File: config.mk
export PLATFORM = sky130hd
export DESIGN_NAME = rfdc_dds_driver_flat
export DESIGN_NICKNAME = d
export VERILOG_FILES = /design/src/rtl/rfdc_dds_driver_if.sv /design/src/rtl/rfdc_dds_driver.sv /design/src/flat_wrapper.sv
export SDC_FILE = /design/constraint.sdc
export NUM_CORES = 2
export LEC_CHECK = 0
export CORE_AREA = 5 5 236 467
export DETAILED_ROUTE_END_ITERATION = 8
export DIE_AREA = 0 0 241 472
export DONT_BUFFER_PORTS = 1
export HOLD_SLACK_MARGIN = 0.06
export PLACE_DENSITY = 0.88
export SLEW_MARGIN = 25
export SYNTH_ARGS = -nofsm -noshare
export SYNTH_HDL_FRONTEND = slang
export SYNTH_SLANG_ARGS = --single-unit
File: constraint.sdc
create_clock -name clk -period 11.1 [get_ports clk]
set_clock_uncertainty 0.1 [all_clocks]
set_input_delay 2.22 -clock clk [delete_from_list [all_inputs] [get_ports clk]]
set_output_delay 2.22 -clock clk [all_outputs]
set_load 0.1 [all_outputs]
File: src/rtl/rfdc_dds_driver_if.sv
// AXI-Stream style sample bus between the DDS driver and the RF data converter.
// The driver is the master: it presents packed sample beats and the converter
// side answers with tready.
interface rfdc_dds_driver_if #(
   parameter int DATA_WIDTH        = 16,
   parameter int SAMPLES_PER_CYCLE = 5
);
   logic [DATA_WIDTH*SAMPLES_PER_CYCLE-1:0] s_axis_tdata;
   logic                                    s_axis_tvalid;
   logic                                    s_axis_tready;

   modport master (
      output s_axis_tdata,
      output s_axis_tvalid,
      input  s_axis_tready
   );

   modport slave (
      input  s_axis_tdata,
      input  s_axis_tvalid,
      output s_axis_tready
   );
endinterface

File: src/rtl/rfdc_dds_driver.sv
// Direct digital synthesis driver for an RF data converter.
// Each beat packs SAMPLES_PER_CYCLE consecutive samples. In sine mode they come
// from a quarter-wave-free full sine table addressed by the top bits of a phase
// accumulator, scaled by a gain; in ramp mode they form a free-running counter.
// Configuration is captured into a shadow register and only ever consumed at a
// beat load, so a beat is never built from a half-updated configuration.
module rfdc_dds_driver #(
   parameter int DATA_WIDTH        = 16,
   parameter int SAMPLES_PER_CYCLE = 5,
   parameter int LUT_DEPTH         = 64,
   parameter int PHASE_WIDTH       = 32
) (
   input  logic                   clk,
   input  logic                   rst_n,
   input  logic                   enable,
   input  logic                   cfg_valid,
   input  logic [PHASE_WIDTH-1:0] cfg_freq_word,
   input  logic [DATA_WIDTH-1:0]  cfg_amp,
   input  logic                   cfg_mode,
   rfdc_dds_driver_if.master      axis,
   output logic [31:0]            beat_count
);

   localparam int ADDR_WIDTH = $clog2(LUT_DEPTH);
   localparam int BEAT_WIDTH = DATA_WIDTH * SAMPLES_PER_CYCLE;
   localparam logic [DATA_WIDTH-1:0] UNITY_GAIN = {1'b1, {(DATA_WIDTH-1){1'b0}}};

   // Sine table built at elaboration; $rtoi truncates toward zero.
   function automatic logic [LUT_DEPTH*DATA_WIDTH-1:0] build_sine_lut();
      logic [LUT_DEPTH*DATA_WIDTH-1:0] table_bits;
      real                             full_scale;
      real                             value;
      table_bits = '0;
      full_scale = (2.0 ** (DATA_WIDTH - 1)) - 1.0;
      for (int k = 0; k < LUT_DEPTH; k++) begin
         value = $sin(2.0 * 3.14159265358979323846 * k / LUT_DEPTH) * full_scale;
         table_bits[k*DATA_WIDTH +: DATA_WIDTH] = DATA_WIDTH'($rtoi(value));
      end
      return table_bits;
   endfunction

   localparam logic [LUT_DEPTH*DATA_WIDTH-1:0] SINE_LUT = build_sine_lut();

   typedef enum logic {IDLE, RUN} state_t;

   state_t                 state;
   state_t                 next_state;
   logic                   load;
   logic                   accept;
   logic [PHASE_WIDTH-1:0] phase_q;
   logic [DATA_WIDTH-1:0]  ramp_q;
   logic [PHASE_WIDTH-1:0] base_phase;
   logic [DATA_WIDTH-1:0]  base_ramp;
   logic [PHASE_WIDTH-1:0] freq_sh;
   logic [DATA_WIDTH-1:0]  amp_sh;
   logic                   mode_sh;
   logic [DATA_WIDTH-1:0]  amp_eff;
   logic [BEAT_WIDTH-1:0]  next_beat;
   logic [BEAT_WIDTH-1:0]  tdata_q;

   assign accept = (state == RUN) && axis.s_axis_tready;

   // A fresh stream always starts from phase 0 and ramp 0, regardless of where
   // the previous stream stopped.
   assign base_phase = (state == IDLE) ? '0 : phase_q;
   assign base_ramp  = (state == IDLE) ? '0 : ramp_q;
   assign amp_eff    = (amp_sh > UNITY_GAIN) ? UNITY_GAIN : amp_sh;

   // Per-sample generation; taking the product bits [2W-2:W-1] of the two's
   // complement product is an arithmetic shift right by W-1, i.e. floor.
   for (genvar i = 0; i < SAMPLES_PER_CYCLE; i++) begin : g_sample
      logic [PHASE_WIDTH-1:0]  samp_phase;
      logic [ADDR_WIDTH-1:0]   lut_addr;
      logic [DATA_WIDTH-1:0]   lut_val;
      logic [2*DATA_WIDTH:0]   product;
      logic [DATA_WIDTH-1:0]   sine_val;
      logic [DATA_WIDTH-1:0]   ramp_val;
      logic                    unused_bits;

      assign samp_phase = base_phase + PHASE_WIDTH'(i) * freq_sh;
      assign lut_addr   = samp_phase[PHASE_WIDTH-1 -: ADDR_WIDTH];
      assign lut_val    = SINE_LUT[lut_addr*DATA_WIDTH +: DATA_WIDTH];
      assign product    = {{(DATA_WIDTH+1){lut_val[DATA_WIDTH-1]}}, lut_val}
                        * {{(DATA_WIDTH+1){1'b0}}, amp_eff};
      assign sine_val   = product[2*DATA_WIDTH-2 : DATA_WIDTH-1];
      assign ramp_val   = base_ramp + DATA_WIDTH'(i);
      assign next_beat[i*DATA_WIDTH +: DATA_WIDTH] = mode_sh ? ramp_val : sine_val;
      assign unused_bits = ^{samp_phase[PHASE_WIDTH-ADDR_WIDTH-1:0],
                             product[2*DATA_WIDTH:2*DATA_WIDTH-1],
                             product[DATA_WIDTH-2:0]};
   end

   // Stream state register.
   always_ff @(posedge clk or negedge rst_n) begin
      if (!rst_n) begin
         state <= IDLE;
      end else begin
         state <= next_state;
      end
   end

   // Next state and beat-load decision; a held beat is never withdrawn.
   always_comb begin
      next_state = state;
      load       = 1'b0;
      case (state)
         IDLE: begin
            if (enable) begin
               load       = 1'b1;
               next_state = RUN;
            end
         end
         RUN: begin
            if (accept) begin
               if (enable) begin
                  load = 1'b1;
               end else begin
                  next_state = IDLE;
               end
            end
         end
         default: next_state = IDLE;
      endcase
   end

   // Shadow configuration, consumed only when a beat is loaded.
   always_ff @(posedge clk or negedge rst_n) begin
      if (!rst_n) begin
         freq_sh <= '0;
         amp_sh  <= UNITY_GAIN;
         mode_sh <= 1'b0;
      end else if (cfg_valid) begin
         freq_sh <= cfg_freq_word;
         amp_sh  <= cfg_amp;
         mode_sh <= cfg_mode;
      end
   end

   // Output beat register and generator state advance on each load.
   always_ff @(posedge clk or negedge rst_n) begin
      if (!rst_n) begin
         tdata_q <= '0;
         phase_q <= '0;
         ramp_q  <= '0;
      end else if (load) begin
         tdata_q <= next_beat;
         phase_q <= base_phase + PHASE_WIDTH'(SAMPLES_PER_CYCLE) * freq_sh;
         ramp_q  <= base_ramp + DATA_WIDTH'(SAMPLES_PER_CYCLE);
      end
   end

   // Accepted-beat counter, free-running modulo 2^32.
   always_ff @(posedge clk or negedge rst_n) begin
      if (!rst_n) begin
         beat_count <= '0;
      end else if (accept) begin
         beat_count <= beat_count + 32'd1;
      end
   end

   assign axis.s_axis_tdata  = tdata_q;
   assign axis.s_axis_tvalid = (state == RUN);

endmodule

File: src/flat_wrapper.sv
// flat-port wrapper written by rule: the top's interface ports become plain ports
module rfdc_dds_driver_flat 
#(
   parameter int DATA_WIDTH        = 16,
   parameter int SAMPLES_PER_CYCLE = 5,
   parameter int LUT_DEPTH         = 64,
   parameter int PHASE_WIDTH       = 32
)
  (clk, rst_n, enable, cfg_valid, cfg_freq_word, cfg_amp, cfg_mode, beat_count, axis_s_axis_tdata, axis_s_axis_tvalid, axis_s_axis_tready);
  rfdc_dds_driver_if #(.DATA_WIDTH(DATA_WIDTH), .SAMPLES_PER_CYCLE(SAMPLES_PER_CYCLE)) axis_i ();
  input  logic clk;
  input  logic rst_n;
  input  logic enable;
  input  logic cfg_valid;
  input  logic [PHASE_WIDTH-1:0] cfg_freq_word;
  input  logic [DATA_WIDTH-1:0] cfg_amp;
  input  logic cfg_mode;
  output logic [31:0] beat_count;
  output wire logic [$bits(axis_i.s_axis_tdata)-1:0] axis_s_axis_tdata;
  output wire logic [$bits(axis_i.s_axis_tvalid)-1:0] axis_s_axis_tvalid;
  input wire logic [$bits(axis_i.s_axis_tready)-1:0] axis_s_axis_tready;
  assign axis_s_axis_tdata = axis_i.s_axis_tdata;
  assign axis_s_axis_tvalid = axis_i.s_axis_tvalid;
  assign axis_i.s_axis_tready = axis_s_axis_tready;
  rfdc_dds_driver #(.DATA_WIDTH(DATA_WIDTH), .SAMPLES_PER_CYCLE(SAMPLES_PER_CYCLE), .LUT_DEPTH(LUT_DEPTH), .PHASE_WIDTH(PHASE_WIDTH)) u_core (.clk(clk), .rst_n(rst_n), .enable(enable), .cfg_valid(cfg_valid), .cfg_freq_word(cfg_freq_word), .cfg_amp(cfg_amp), .cfg_mode(cfg_mode), .axis(axis_i), .beat_count(beat_count));
endmodule
Yosys cells after proc, flatten, opt, wreduce, memory -nomap -nowiden
Index checks and enable logic that the tools add are counted.

operators by class
  shift operators = 5
  reduce and logical (&&, ||, !) cells = 1
  order comparisons = 1
  mux-type cells = 13
  $mul = 7
  bitwise gates (word level) = 1
  add/sub/neg operators = 11

operators by type and width
  cell                                                                              number
  1024-bit by 11-bit variable part select with 16-bit output, first input constant  5
  32-bit adder                                                                      5
  16-bit by 17-bit multiplier with 31-bit output                                    5
  16-bit 2-to-1 mux                                                                 7
  16-bit by 2-bit adder with 16-bit output, second input constant                   2
  16-bit by 3-bit adder with 16-bit output, second input constant                   2
  32-bit by 1-bit adder with 32-bit output, second input constant                   1
  2-bit by 32-bit multiplier with 32-bit output, first input constant               1
  3-bit by 32-bit multiplier with 32-bit output, first input constant               1
  32-bit 2-to-1 mux                                                                 1
  16-bit by 1-bit adder with 16-bit output, second input constant                   1
  16-bit greater-than comparator, second input constant                             1
  1-bit case mux with 2 select lines                                                2
  1-bit 2-to-1 mux                                                                  3
  1-bit logical AND                                                                 1
  1-bit NOT                                                                         1

storage, ports and cells
  bits in registers = 210
  word-level logic and storage cells = 47
  output and inout port bits = 113
  bits of input ports = 54

Longest topological paths before layout
  word-level depth = 5
  depth in mapped cells = 54
  mapped depth without buffers = 46

Least setup slack after synthesis
No wires, ideal clock.

  path kind = register to register
  from = register u_core.state, in the netlist u_core.axis.s_axis_tvalid
  to = register u_core.tdata_q[62], in the netlist u_core.axis.s_axis_tdata[62]
  required time = 10.875 ns
  library setup time = 0.125 ns
  clock period less this slack = 12.757 ns
  path slack = -1.657 ns
  cell stages (with the launch flop) = 52
  data arrival time = 12.532 ns
  buffers on the path = 9
  cells stage by stage = dfrtp_1 -> buf_4 -> buf_6 -> buf_2 -> clkbuf_1 -> clkbuf_1 -> clkbuf_1 -> buf_1 -> nand2_1 -> inv_1 -> fa_1 -> ha_1 -> a21o_1 -> and3_1 -> a221oi_1 -> nand2_1 -> a31oi_1 -> xnor2_1 -> [16 not listed] -> fa_1 -> inv_1 -> fa_1 -> inv_1 -> fa_1 -> inv_1 -> ha_1 -> a21o_1 -> a21o_1 -> a2111oi_0 -> o311ai_0 -> a31oi_1 -> a22oi_2 -> a211oi_1 -> o41ai_1 -> o211ai_1 -> o21ai_1 -> mux2_2

on the way
  longest elaborated chain between the ends = 5
  elaborated cells between the ends (all ways) = 11
  classes of those cells = 2 x add/sub; 1 x mul; 1 x shift; 5 x mux; 1 x bitwise; 1 x reduce/logical

ends and longest elaborated chain
  what                                                        RTL line                RTL
  start: declaration                                          rfdc_dds_driver.sv:46   state_t state;
  start signal: assignment                                    rfdc_dds_driver.sv:98   state <= next_state;
  32-bit 2-to-1 mux                                           rfdc_dds_driver.sv:65   assign base_phase = (state == IDLE) ? '0 : phase_q;
  32-bit adder                                                rfdc_dds_driver.sv:80   assign samp_phase = base_phase + PHASE_WIDTH'(i) * freq_sh;
  1024-bit by 11-bit variable part select with 16-bit output  rfdc_dds_driver.sv:82   assign lut_val = SINE_LUT[lut_addr*DATA_WIDTH +: DATA_WIDTH];
  16-bit by 17-bit multiplier with 31-bit output              rfdc_dds_driver.sv:84   * {{(DATA_WIDTH+1){1'b0}}, amp_eff};
  16-bit 2-to-1 mux                                           rfdc_dds_driver.sv:87   assign next_beat[i*DATA_WIDTH +: DATA_WIDTH] = mode_sh ? ramp_val : sine_val;
  end signal: assignment                                      rfdc_dds_driver.sv:146  tdata_q <= next_beat;
  end: declaration                                            rfdc_dds_driver.sv:59   logic [BEAT_WIDTH-1:0] tdata_q;

Several ways; a longest one is shown, not always the timed one.
A chain may end at the register's enable or synchronous reset.

Worst setup path in the final report
  from = register u_core.state, in the netlist u_core.axis.s_axis_tvalid
  to = register u_core.tdata_q[29], in the netlist u_core.axis.s_axis_tdata[29]

Same word-level chain as after synthesis.

==> flow_metrics.py <==
metrics = {
    "yosys": {
        "synth_area_leaders": "fa_1 31%, ha_1 14%, dfrtp_1 8.0%, inv_1 7.6%, nand2_1 5.7%",
        "netlist_instances": 7970,
        "synth.distinct_cells": 123,
        "yosysTopAreaCellShare_pct": 31.4,
        "synth-edff-count": 0,
        "ys_ff_latch": 210,
        "synth_area_mm2": 0.0652,
        "synth_ff_type": "dfrtp_1",
        "ys_seq_area_share_pct": 8.06,
        "ys_async_sr_fraction_pct": 100,
        "ys_warn_count": 0,
        "syn-num-nets": 9802,
        "avgSynthCellArea_um2": 8.19,
        "synth.largest_area_cell": "fa_1",
    },
    "setup_path": {
        "required_ps": 11450,
        "r2r_setup_slack_ps": 50,
        "crit_fanout": 15,
        "crit_type": "reg -> reg",
        "critPathLaunchType": "flop",
        "slowest_delay_ps": 680,
        "slowest_stage": "a21oi_1",
        "cp-end-kind": "flop",
        "cp.arrival_ps": 11410,
    },
    "floorplan": {
        "rows": 169,
        "die_w_um": 241,
        "dieHeight_um": 472,
        "core_area_mm2": 0.106,
        "ios": 167,
        "start_util_pct": 61.5,
        "die_area_mm2": 0.114,
    },
    "layout": {
        "area_growth_pct": 7.92,
        "nets": 9788,
        "drive_gt1_share_pct": 10.0,
        "fillers": 8448,
    },
    "clock_tree": {
        "cts_tree": "yes",
        "cts_hold_buf": 0,
        "clkTransAtPathRegs_ps": 70,
        "root_buffer": "clkbuf_16",
        "numCtsBuffers": 22,
        "cts.sinks": 210,
        "clk_latency_ps": 590,
        "cts_max_level": 1,
        "clock_path_buffers": 3,
    },
    "sta": {
        "fin_crit_sh_pct": 99.6,
        "relSlewSlack_pct": 24.6,
        "hold_violations": 0,
        "min_period_ps": 11050,
        "rsz0062_at_grt": "true",
        "drv_slew": 0,
        "fin_hold_ws_ps": 390,
        "finalSetupTns_ps": 0,
        "worst_pin_slew_ps": 1130,
        "fmax_mhz": 90.5,
        "setup-violations-final": 0,
    },
    "run_status": {
        "status": "finished clean",
    },
    "hold_path": {
        "min_path_type": "reg -> reg",
    },
    "detailed_routing": {
        "dr.pass1.iters": 9,
        "ant_nets": 0,
        "vias": 61131,
        "wl_per_cell_um": 25.5,
        "drc": 0,
        "drt-total-wl_mm": 238,
        "drtIter0Drc": 6319,
        "viasPerCell": 6.54,
    },
    "grt": {
        "grt_first_pass_wirelength_mm": 365,
        "grt_max_degree": 211,
        "track_usage_pct": 41.6,
        "grt_pass1_vias": 65574,
        "overflow": 0,
        "antenna_found_initial": 20,
    },
    "placement": {
        "hpwl_mm": 186,
        "io_buffers": 0,
        "place_congestion": 1.12,
    },
    "run": {
        "drv_cap": 0,
    },
}
[final cells by class]
class                   count  area (µm²)  area share [%]
clock buffers              26         576           0.817
well taps                1368        1710            2.43
multi-input cells        6000       54500            77.3
diodes                     13        32.5          0.0462
repair buffers            392        3170            4.50
clock inverters            14         194           0.275
inverters                1330        5000            7.11
flip-flops and latches    210        5260            7.47
[sequential cells by signal (all words and copies together) (netlist names)]
register and flops:
u_core.ramp_q 16, u_core.phase_q 32, u_core.axis.s_axis_tvalid 1, u_core.axis.s_axis_tdata 80
u_core.beat_count 32, u_core.amp_sh 16, u_core.freq_sh 32, u_core.mode_sh 1
[path summary, 6_finish.rpt]
check | endpoint | cells past startpoint | startpoint
min | u_core.phase_q[16] | 2 | u_core.phase_q[16]
max reg2reg | u_core.axis.s_axis_tdata[29] | 43 | u_core.axis.s_axis_tvalid
max in group asynchronous | u_core.amp_sh[15] | 0 | rst_n
max | u_core.axis.s_axis_tdata[29] | 43 | u_core.axis.s_axis_tvalid
min reg2reg | u_core.phase_q[16] | 2 | u_core.phase_q[16]
min in group asynchronous | u_core.axis.s_axis_tdata[28] | 0 | rst_n
[timing repair]
action                     CTS  global route
buffers inserted            10            52
pin swaps                    4            36
setup endpoints to repair   34            60
cloned                       0             2
gates resized for setup     18           174
hold endpoints to repair     0             0
[metrics by stage]
stage	util, %	instance area (µm²)	setup WS [ps]	instances
floorplan	-	65400	21.2	7970
global placement	64.3	68200	-54.6	9236
detailed placement	64.3	68200	-161	9236
CTS	65.1	69100	4.79	9286
global route	66.3	70400	-317	9342
finish	66.3	70400	49.2	9353
[per-layer routing]
layer,up-vias,global-route usage [%],share of wire [%]
met5,-,0,0.039
met4,12,37.5,13
met3,1818,11.6,11
met2,4202,68.1,47
met1,29479,42.5,30
li1,25620,-,-
[kinds of logic after synthesis]
kind of cell             count (synthesis)  share of synthesized area, %
AND/OR/NAND/NOR                       2542                          17.1
adder cells (fa/ha/maj)               1782                          45.9
buffers and inverters                 1761                          10.2
AO/OA/AOI/OAI                         1325                          13.6
XOR/XNOR                               249                          3.42
flip-flops                             210                          8.06
multiplexers                           101                          1.74
[placed cells by master, fill, tap and decap left out, drive strengths merged, types with 61 or more instances in the layout]
cell	count
a211oi	71
a21o	88
a21oi	353
a31oi	61
and2	142
buf	390
dfrtp	209
fa	1023
ha	755
inv	1326
mux2	67
nand2	985
nand2b	88
nand3	111
nor2	879
nor3	94
o21ai	312
xnor2	165
xor2	84
[synthesized netlist by cell type, drive strengths merged (14+ instances only)]
library cell	instances
a2111oi	18
a211o	17
a211oi	71
a21o	88
a21oi	353
a22oi	16
a311oi	16
a31oi	61
and2	142
and3	44
and4	14
buf	72
clkbuf	359
dfrtp	209
fa	1023
ha	755
inv	1323
mux2	67
mux2i	31
nand2	985
nand2b	88
nand3	111
nand4	43
nor2	879
nor2b	38
nor3	94
o211ai	47
o21a	53
o21ai	312
o21bai	18
o221ai	32
o22ai	27
o311ai	26
o31ai	23
or2	38
or3	26
xnor2	165
xor2	84
[worst max-delay path: cells and delay by family (launching register included)]
family / cells / cell delay, ps
fa+ha+maj: 9 / 3740
xor+xnor: 2 / 400
simple gates: 5 / 830
buf+inv: 10 / 1220
compound gates: 15 / 3570
mux: 2 / 480
flops: 1 / 550
Power is not shown: default switching activity piles up to over one toggle a cycle in this logic, so the estimate is an artifact.
